File: src/rtl/vote_sequencer.sv
// Iterative vote sequencer: strobes a datapath through load/update cycles until at least
// K_MIN channel zero-flags are set, or gives up after MAX_ITER evaluations.
module vote_sequencer #(
  parameter int unsigned N_CH     = 4,
  parameter int unsigned K_MIN    = 3,
  parameter int unsigned MAX_ITER = 15,
  localparam int unsigned SEL_W   = (N_CH > 1) ? $clog2(N_CH) : 1,
  localparam int unsigned IT_W    = (MAX_ITER > 1) ? $clog2(MAX_ITER) : 1,
  localparam int unsigned CNT_W   = $clog2(N_CH + 1)
) (
  input  logic             clk,
  input  logic             rst,
  input  logic             start,
  input  logic             abort,
  input  logic [N_CH-1:0]  z,
  output logic             init,
  output logic             upd,
  output logic [SEL_W-1:0] sel,
  output logic             busy,
  output logic             done,
  output logic             timeout,
  output logic [IT_W-1:0]  iter_cnt
);

  typedef enum logic [2:0] {
    StIdle,
    StInit,
    StStepA,
    StStepB,
    StEval,
    StDone
  } state_e;

  state_e            state_q, state_d;
  logic [IT_W-1:0]   iter_q, iter_d;
  logic              timeout_q, timeout_d;
  logic [CNT_W-1:0]  pop;
  logic [SEL_W-1:0]  first_zero;
  logic              hit, last;

  always_comb begin
    pop = '0;
    for (int unsigned i = 0; i < N_CH; i++) begin
      pop = pop + CNT_W'(z[i]);
    end
  end

  // Scan from the top so the lowest cleared index wins.
  always_comb begin
    first_zero = '0;
    for (int i = N_CH - 1; i >= 0; i--) begin
      if (!z[i]) first_zero = SEL_W'(i);
    end
  end

  assign hit  = (pop >= CNT_W'(K_MIN));
  assign last = (iter_q == IT_W'(MAX_ITER - 1));

  always_comb begin
    state_d   = state_q;
    iter_d    = iter_q;
    timeout_d = timeout_q;
    case (state_q)
      StIdle:  if (start) state_d = StInit;
      StInit:  state_d = StStepA;
      StStepA: state_d = StStepB;
      StStepB: state_d = StEval;
      StEval: begin
        if (hit || last) begin
          state_d   = StDone;
          timeout_d = !hit;
        end else begin
          state_d = StStepA;
          iter_d  = iter_q + IT_W'(1);
        end
      end
      StDone:  if (start) state_d = StInit;
      default: state_d = StIdle;
    endcase
    if (abort) begin
      state_d = StIdle;
      iter_d  = '0;
    end
    // INIT is only reachable from IDLE or DONE, so this is always an entry.
    if (state_d == StInit) iter_d = '0;
    if (state_d == StInit || state_d == StIdle) timeout_d = 1'b0;
  end

  always_ff @(posedge clk or posedge rst) begin
    if (rst) begin
      state_q   <= StIdle;
      iter_q    <= '0;
      timeout_q <= 1'b0;
    end else begin
      state_q   <= state_d;
      iter_q    <= iter_d;
      timeout_q <= timeout_d;
    end
  end

  assign init     = (state_q == StInit);
  assign upd      = (state_q == StEval);
  assign busy     = (state_q == StInit) || (state_q == StStepA) ||
                    (state_q == StStepB) || (state_q == StEval);
  assign done     = (state_q == StDone);
  assign sel      = (state_q == StEval) ? first_zero : '0;
  assign timeout  = timeout_q;
  assign iter_cnt = iter_q;

endmodule

File: config.mk
export PLATFORM = sky130hd
export DESIGN_NAME = vote_sequencer
export DESIGN_NICKNAME = d
export VERILOG_FILES = /design/src/rtl/vote_sequencer.sv
export SDC_FILE = /design/constraint.sdc
export NUM_CORES = 1
export LEC_CHECK = 0
export ABC_AREA = 1
export CAP_MARGIN = 15
export CORE_AREA = 4 4 43 45
export CTS_CLUSTER_DIAMETER = 100
export DETAILED_ROUTE_END_ITERATION = 12
export DIE_AREA = 0 0 47 49
export PLACE_DENSITY = 0.7
export SLEW_MARGIN = 20
export SYNTH_ARGS = -nofsm -noshare
export SYNTH_HDL_FRONTEND = slang
export SYNTH_SLANG_ARGS = --single-unit
File: constraint.sdc
create_clock -name clk -period 2.1 [get_ports clk]
set_clock_uncertainty 0.2 [all_clocks]
set_input_delay 0.42 -clock clk [delete_from_list [all_inputs] [get_ports clk]]
set_output_delay 0.42 -clock clk [all_outputs]
set_load 0.02 [all_outputs]
## After elaboration in Yosys (flattened, before gate mapping)

Cells that the tools add are included.

| word-level totals | value |
|---|---|
| flip-flop bits (word level) | 8 |
| bits of input ports | 8 |
| output and inout port bits | 11 |
| word-level logic and storage cells | 46 |

| cells by class | value |
|---|---|
| add/subtract/negate cells | 4 |
| magnitude comparators | 1 |
| equality and inequality tests | 8 |
| muxes and demuxes | 16 |
| reductions and logical operators | 14 |

Operators by type and width:

| kind | count |
|---|---|
| $mux W4 | 4 |
| $pmux W3 S5 | 1 |
| $mux W2 | 5 |
| $mux W3 | 3 |
| $eq A3 B1 Y1 const B | 2 |
| $eq A3 B2 Y1 const B | 2 |
| $eq A3 B3 Y1 const B | 2 |
| $logic_not A3 Y1 | 2 |
| $logic_or A1 B1 Y1 | 5 |
| $add A4 B1 Y4 const B | 1 |
| $eq A4 B4 Y1 const B | 1 |
| $reduce_and A2 Y1 | 2 |
| $reduce_bool A2 Y1 | 2 |
| $add A2 B1 Y3 | 1 |
| $add A3 B1 Y3 | 1 |
| $ge A3 B2 Y1 const B | 1 |
| $mux W1 | 3 |
| $ne A3 B2 Y1 const B | 1 |
| $reduce_bool A3 Y1 | 1 |
| $add A1 B1 Y2 | 1 |
| $reduce_or A2 Y1 | 1 |
| $logic_not A1 Y1 | 1 |

## Longest topological paths before layout

| depth | value |
|---|---|
| depth after elaboration | 12 |
| gate-level depth with buffers | 15 |
| mapped depth without buffers | 15 |

## Worst setup path after synthesis

No wires, ideal clock.

| timing path | value |
|---|---|
| path type | input to register |
| from | input port z[0] |
| to | register iter_q[2], in the netlist iter_cnt[2] |
| setup time | 0.120 ns |
| data arrival time | 2.131 ns |
| required time | 1.780 ns |
| path slack | -0.350 ns |
| stages | 13 |
| cells stage by stage | inv_1 -> fa_1 -> inv_1 -> ha_1 -> ha_1 -> nand2_1 -> nand2_1 -> nor2_1 -> nor2_2 -> nor2_1 -> nand4_1 -> nand2_2 -> nor2_1 |

| between the ends | value |
|---|---|
| cells in the longest elaborated chain, start to end | 11 |

RTL lines:

| item | line | source |
|---|---|---|
| start, declared | 15 | `input logic [N_CH-1:0] z,` |
| $add A1 B1 Y2 (*) | 44 | `pop = pop + CNT_W'(z[i]);` |
| $add A2 B1 Y3 (*) | 44 |  |
| $add A3 B1 Y3 (*) | 44 |  |
| $ge A3 B2 Y1 (*) | 56 | `assign hit = (pop >= CNT_W'(K_MIN));` |
| $logic_or A1 B1 Y1 (*) | 69 | `if (hit \|\| last) begin` |
| $mux W3 | 69 |  |
| $pmux W3 S5 | 63 | `case (state_q)` |
| $mux W3 | 80 | `if (abort) begin` |
| $eq A3 B1 Y1 | 85 | `if (state_d == StInit) iter_d = '0;` |
| $ne A3 B2 Y1 (no line) / $reduce_bool A3 Y1 (equally long branches) | n/a |  |
| $reduce_and A2 Y1 (no line) | n/a |  |
| end signal, assigned | 96 | `iter_q <= iter_d;` |
| end, declared | 35 | `logic [IT_W-1:0] iter_q, iter_d;` |

Every way passes the cells marked *; elsewhere a longest branch is shown, timed or not.
A chain may end at the register's enable or synchronous reset.

## Final worst setup path

| timing path | value |
|---|---|
| from | input port z[1] |
| to | register timeout_q, in the netlist timeout |

| between the ends | value |
|---|---|
| cells in the longest elaborated chain, start to end | 12 |

RTL lines:

| item | line | source |
|---|---|---|
| $add A1 B1 Y2 (*) | 44 |  |
| $add A2 B1 Y3 (*) | 44 |  |
| $add A3 B1 Y3 (*) | 44 |  |
| $ge A3 B2 Y1 (*) | 56 |  |
| $logic_or A1 B1 Y1 (*) | 69 |  |
| $mux W3 (*) | 69 |  |
| $pmux W3 S5 (*) | 63 |  |
| $mux W3 (*) | 80 |  |
| named net state_d[1] | 34 | `state_e state_q, state_d;` |
| $eq A3 B1 Y1 / $logic_not A3 Y1 (equally long branches) | 86 | `if (state_d == StInit \|\| state_d == StIdle) timeout_d = 1'b0;` |
| $logic_or A1 B1 Y1 (*) | 86 |  |
| $reduce_bool A2 Y1 (no line) | n/a |  |
| $reduce_and A2 Y1 (no line) | n/a |  |
| end signal, assigned | 97 | `timeout_q <= timeout_d;` |
| end, declared | 36 | `logic timeout_q, timeout_d;` |

Mark *: on every way through the listed nets, which the timed path passes. The rest lies on a longest branch. The select of a mux whose other input is x is not followed.

==> results.md <==
* Vias in the first global route at ~570
* Mapped Area at about 610 sq um
* Leak pwr at ~0.5 nW
* Clock Path Buffers at 2
* CTS root buf: clkbuf_4
* Layout area overhead at 61.4%
* DRT Pass-1 Iters at 4
* TritonCTS clock tree: built
* Site row count at 14
* Die span in y at ~50 um
* Initial core utilization at 0.414
* Die Area at 0.00230 sq mm
* Post-layout util at 0.668
* Chip Width at 47 um
* Register bit total from synthesis at 8
* Total wire length at about 1.3 mm
* Core Area at 0.00147 sq mm
* Synth warnings at 0
* WP data arrival at 2.19 ns
* Syn nets at 95
* Switching Fraction at 0.366
* Top-count cell post-synth: inv_1
* Outcome: complete, but fails checks
* Filler cell count at ~130
* Final min period at between 2 and 2.5 ns
* Diode count at 0
* Synth top area share at 0.329
* Clock-pin slew on the worst setup and hold paths at ~0.050 ns
* Max Fclk at between 400 and 500 MHz
* CP required at about 2 ns
* Gp weighted congestion at about 0.76
* Syn avg cell area at approximately 7.4 sq um
* GRT overflow at 0
* HPWL Detailed at 1.06 mm
* Clk pwr share at 0.176
* Port bufs at 18
* Reg power frac at 0.289
* Max Slew Vio Count at 0
* Commonest cells post-synth: 15 x inv_1, 13 x nand2_1, 12 x nor2_1
* Antenna-violating nets left at 0
* GRT Max-Usage Layer: met2
* Via count at ~600
* Residual DRC at 0
* Comb power frac at 0.535
* # hold bufs at CTS at 0
* Area of the multi-input gates at about 400 sq um
* Dpl ws at -1.04 ns
* IR drop worst, VDD at about 390 uV
* Overall global routing resource usage at 0.129
* Async SR Flop Fraction at 1.00
* Routed len/inst at roughly 9.9 um
* Number of H-tree levels at 1
* Top post-synthesis cells by area: dfrtp_1 33%, inv_1 9.2%, ha_1 8.2%
* Final setup vio count at 6
* HP Class: input port to asynchronous set/reset pin
* Crit path max fanout at 2
* Initial drt markers at 7
* Net count, final at ~130
* Commonest register cell after synthesis: dfrtp_1
* Internal power at between 0.3 and 0.4 mW
* Critical Path Start Type: input port
* IO Pins at 19
* Num CTS Buffers at 3
* Setup crit end kind: flip-flop
* Layout cell share with drive strength beyond 1 at 0.397
* FF/Latch Area at 200 sq um
* Part of the Yosys area used for sequential elements at 0.329
* Worst Max-Slew Pin Slew at around 0.31 ns
* Power density cells at 621 mW/mm^2
* Met1 Use GR at 0.132
* Slew headroom at 0.786
* Met2 Use GR at 0.217
* Syn Inst Count at 82
* RSZ-0062 raised after global routing: true
* Synth cell types at 22
* Largest net degree at the start of global routing at 9
* Setup WS post-layout at -0.162 ns
* Largest area contributor in the netlist: dfrtp_1
* Max cap viols at 0
* Sw power at 0.223 mW
* Drt via density at 4.67
* Fin area at 983 sq um
* Initial antenna violation count at 0
* First-pass GRT wire length at 2.14 mm
* Setup CP Type: input port to flip-flop
* Hold_ws at approximately 0.21 ns
* Number of synthesized flops with an enable pin at 0
* Worst skew pair latency at roughly 0.24 ns
* Failing checks: setup timing
* GR Layer Usage met3 at 0.0221
* Final period util at 1.08
* Hold Violations, Final at 0
* TritonCTS Sinks at 8
* Cell Area, Placed at about 890 sq um
## timing repair
action,CTS,global route
cloned,0,0
gates resized for setup,40,3
setup endpoints to repair,14,8
setup buffers,3,1
pin swaps,13,6
## worst max-delay path: stages
cell and delay (ns):
buf_6 0.07, inv_4 0.03, fa_1 0.53, inv_1 0.04
ha_2 0.17, ha_4 0.27, nand2_4 0.04, nand2_4 0.06
nor2_4 0.05, buf_6 0.11, a21oi_4 0.11, buf_4 0.12
nor2_2 0.03, nor2_1 0.08, nor2_1 0.04
## flip-flops by register name (all words and copies together), names as in the netlist
| name | flops |
|---|---|
| state_q | 3 |
| timeout | 1 |
| iter_cnt | 4 |
## power by group through the flow
stage / registers (mW) / clock network [mW] / logic (mW)
detailed placement: 0.179 / 0 / 0.281
floorplan: 0.182 / 0 / 0.160
global route: 0.177 / 0.124 / 0.358
finish: 0.177 / 0.107 / 0.327
global placement: 0.179 / 0 / 0.278
CTS: 0.176 / 0.117 / 0.320
## metal layers
layer  part of all wire  routed length (um)
met5                  0                   0
met4              0.011                  14
met3              0.058                  75
met2               0.55                 712
met1               0.38                 499
## stage by stage
step	setup TNS [ns]	instances	total power, mW
after CTS	-1.21	131	0.613
after global placement	-8.35	125	0.457
after global routing	-1.33	132	0.659
after floorplan	-1.79	82	0.341
after detailed placement	-8.66	125	0.460
final	-0.915	132	0.611
## final timing paths
check                             from     endpoint  slack [ns]  cells past startpoint
hold / removal                     rst  iter_cnt[2]        0.21                      2
hold reg to reg                timeout      timeout        0.36                      2
setup / recovery                  z[1]      timeout       -0.16                     15
min in group clk               timeout      timeout        0.36                      2
setup reg to reg           iter_cnt[0]      timeout        0.33                     11
max in group asynchronous          rst   state_q[0]        1.27                      2
## area by class of cell
class / instances / share of cell area
clock buffers: 3 / 0.0229
inverters: 20 / 0.0865
multi-input cells: 54 / 0.396
flip-flops and latches: 8 / 0.204
well taps: 16 / 0.0204
repair buffers: 31 / 0.271
## kinds of logic after synthesis
family | share of synthesized area
xor+xnor | 0.0431
buf+inv | 0.123
fa+ha+maj | 0.115
simple gates | 0.327
flops | 0.329
compound gates | 0.0637
## cell usage in the layout (no fill, tap or decap), types with 2 or more instances in the layout
cell type        Yosys  layout
nand2_2              1       2
nor2_1              12       8
nand3_1              6       6
inv_1               15      11
inv_2                5       7
buf_6                0       3
ha_1                 4       2
nand2_1             13      10
nor2_4               1       2
nand2_4              0       2
clkbuf_4             0       3
dlygate4sd2_1        0       4
buf_2                0       3
o21ai_1              2       2
xor2_1               3       3
nand4_1              2       2
dfrtp_1              8       8
buf_4                0      12
nor2_2               1       4
clkdlybuf4s50_1      0       8
Power figures use the tool's default switching activity.
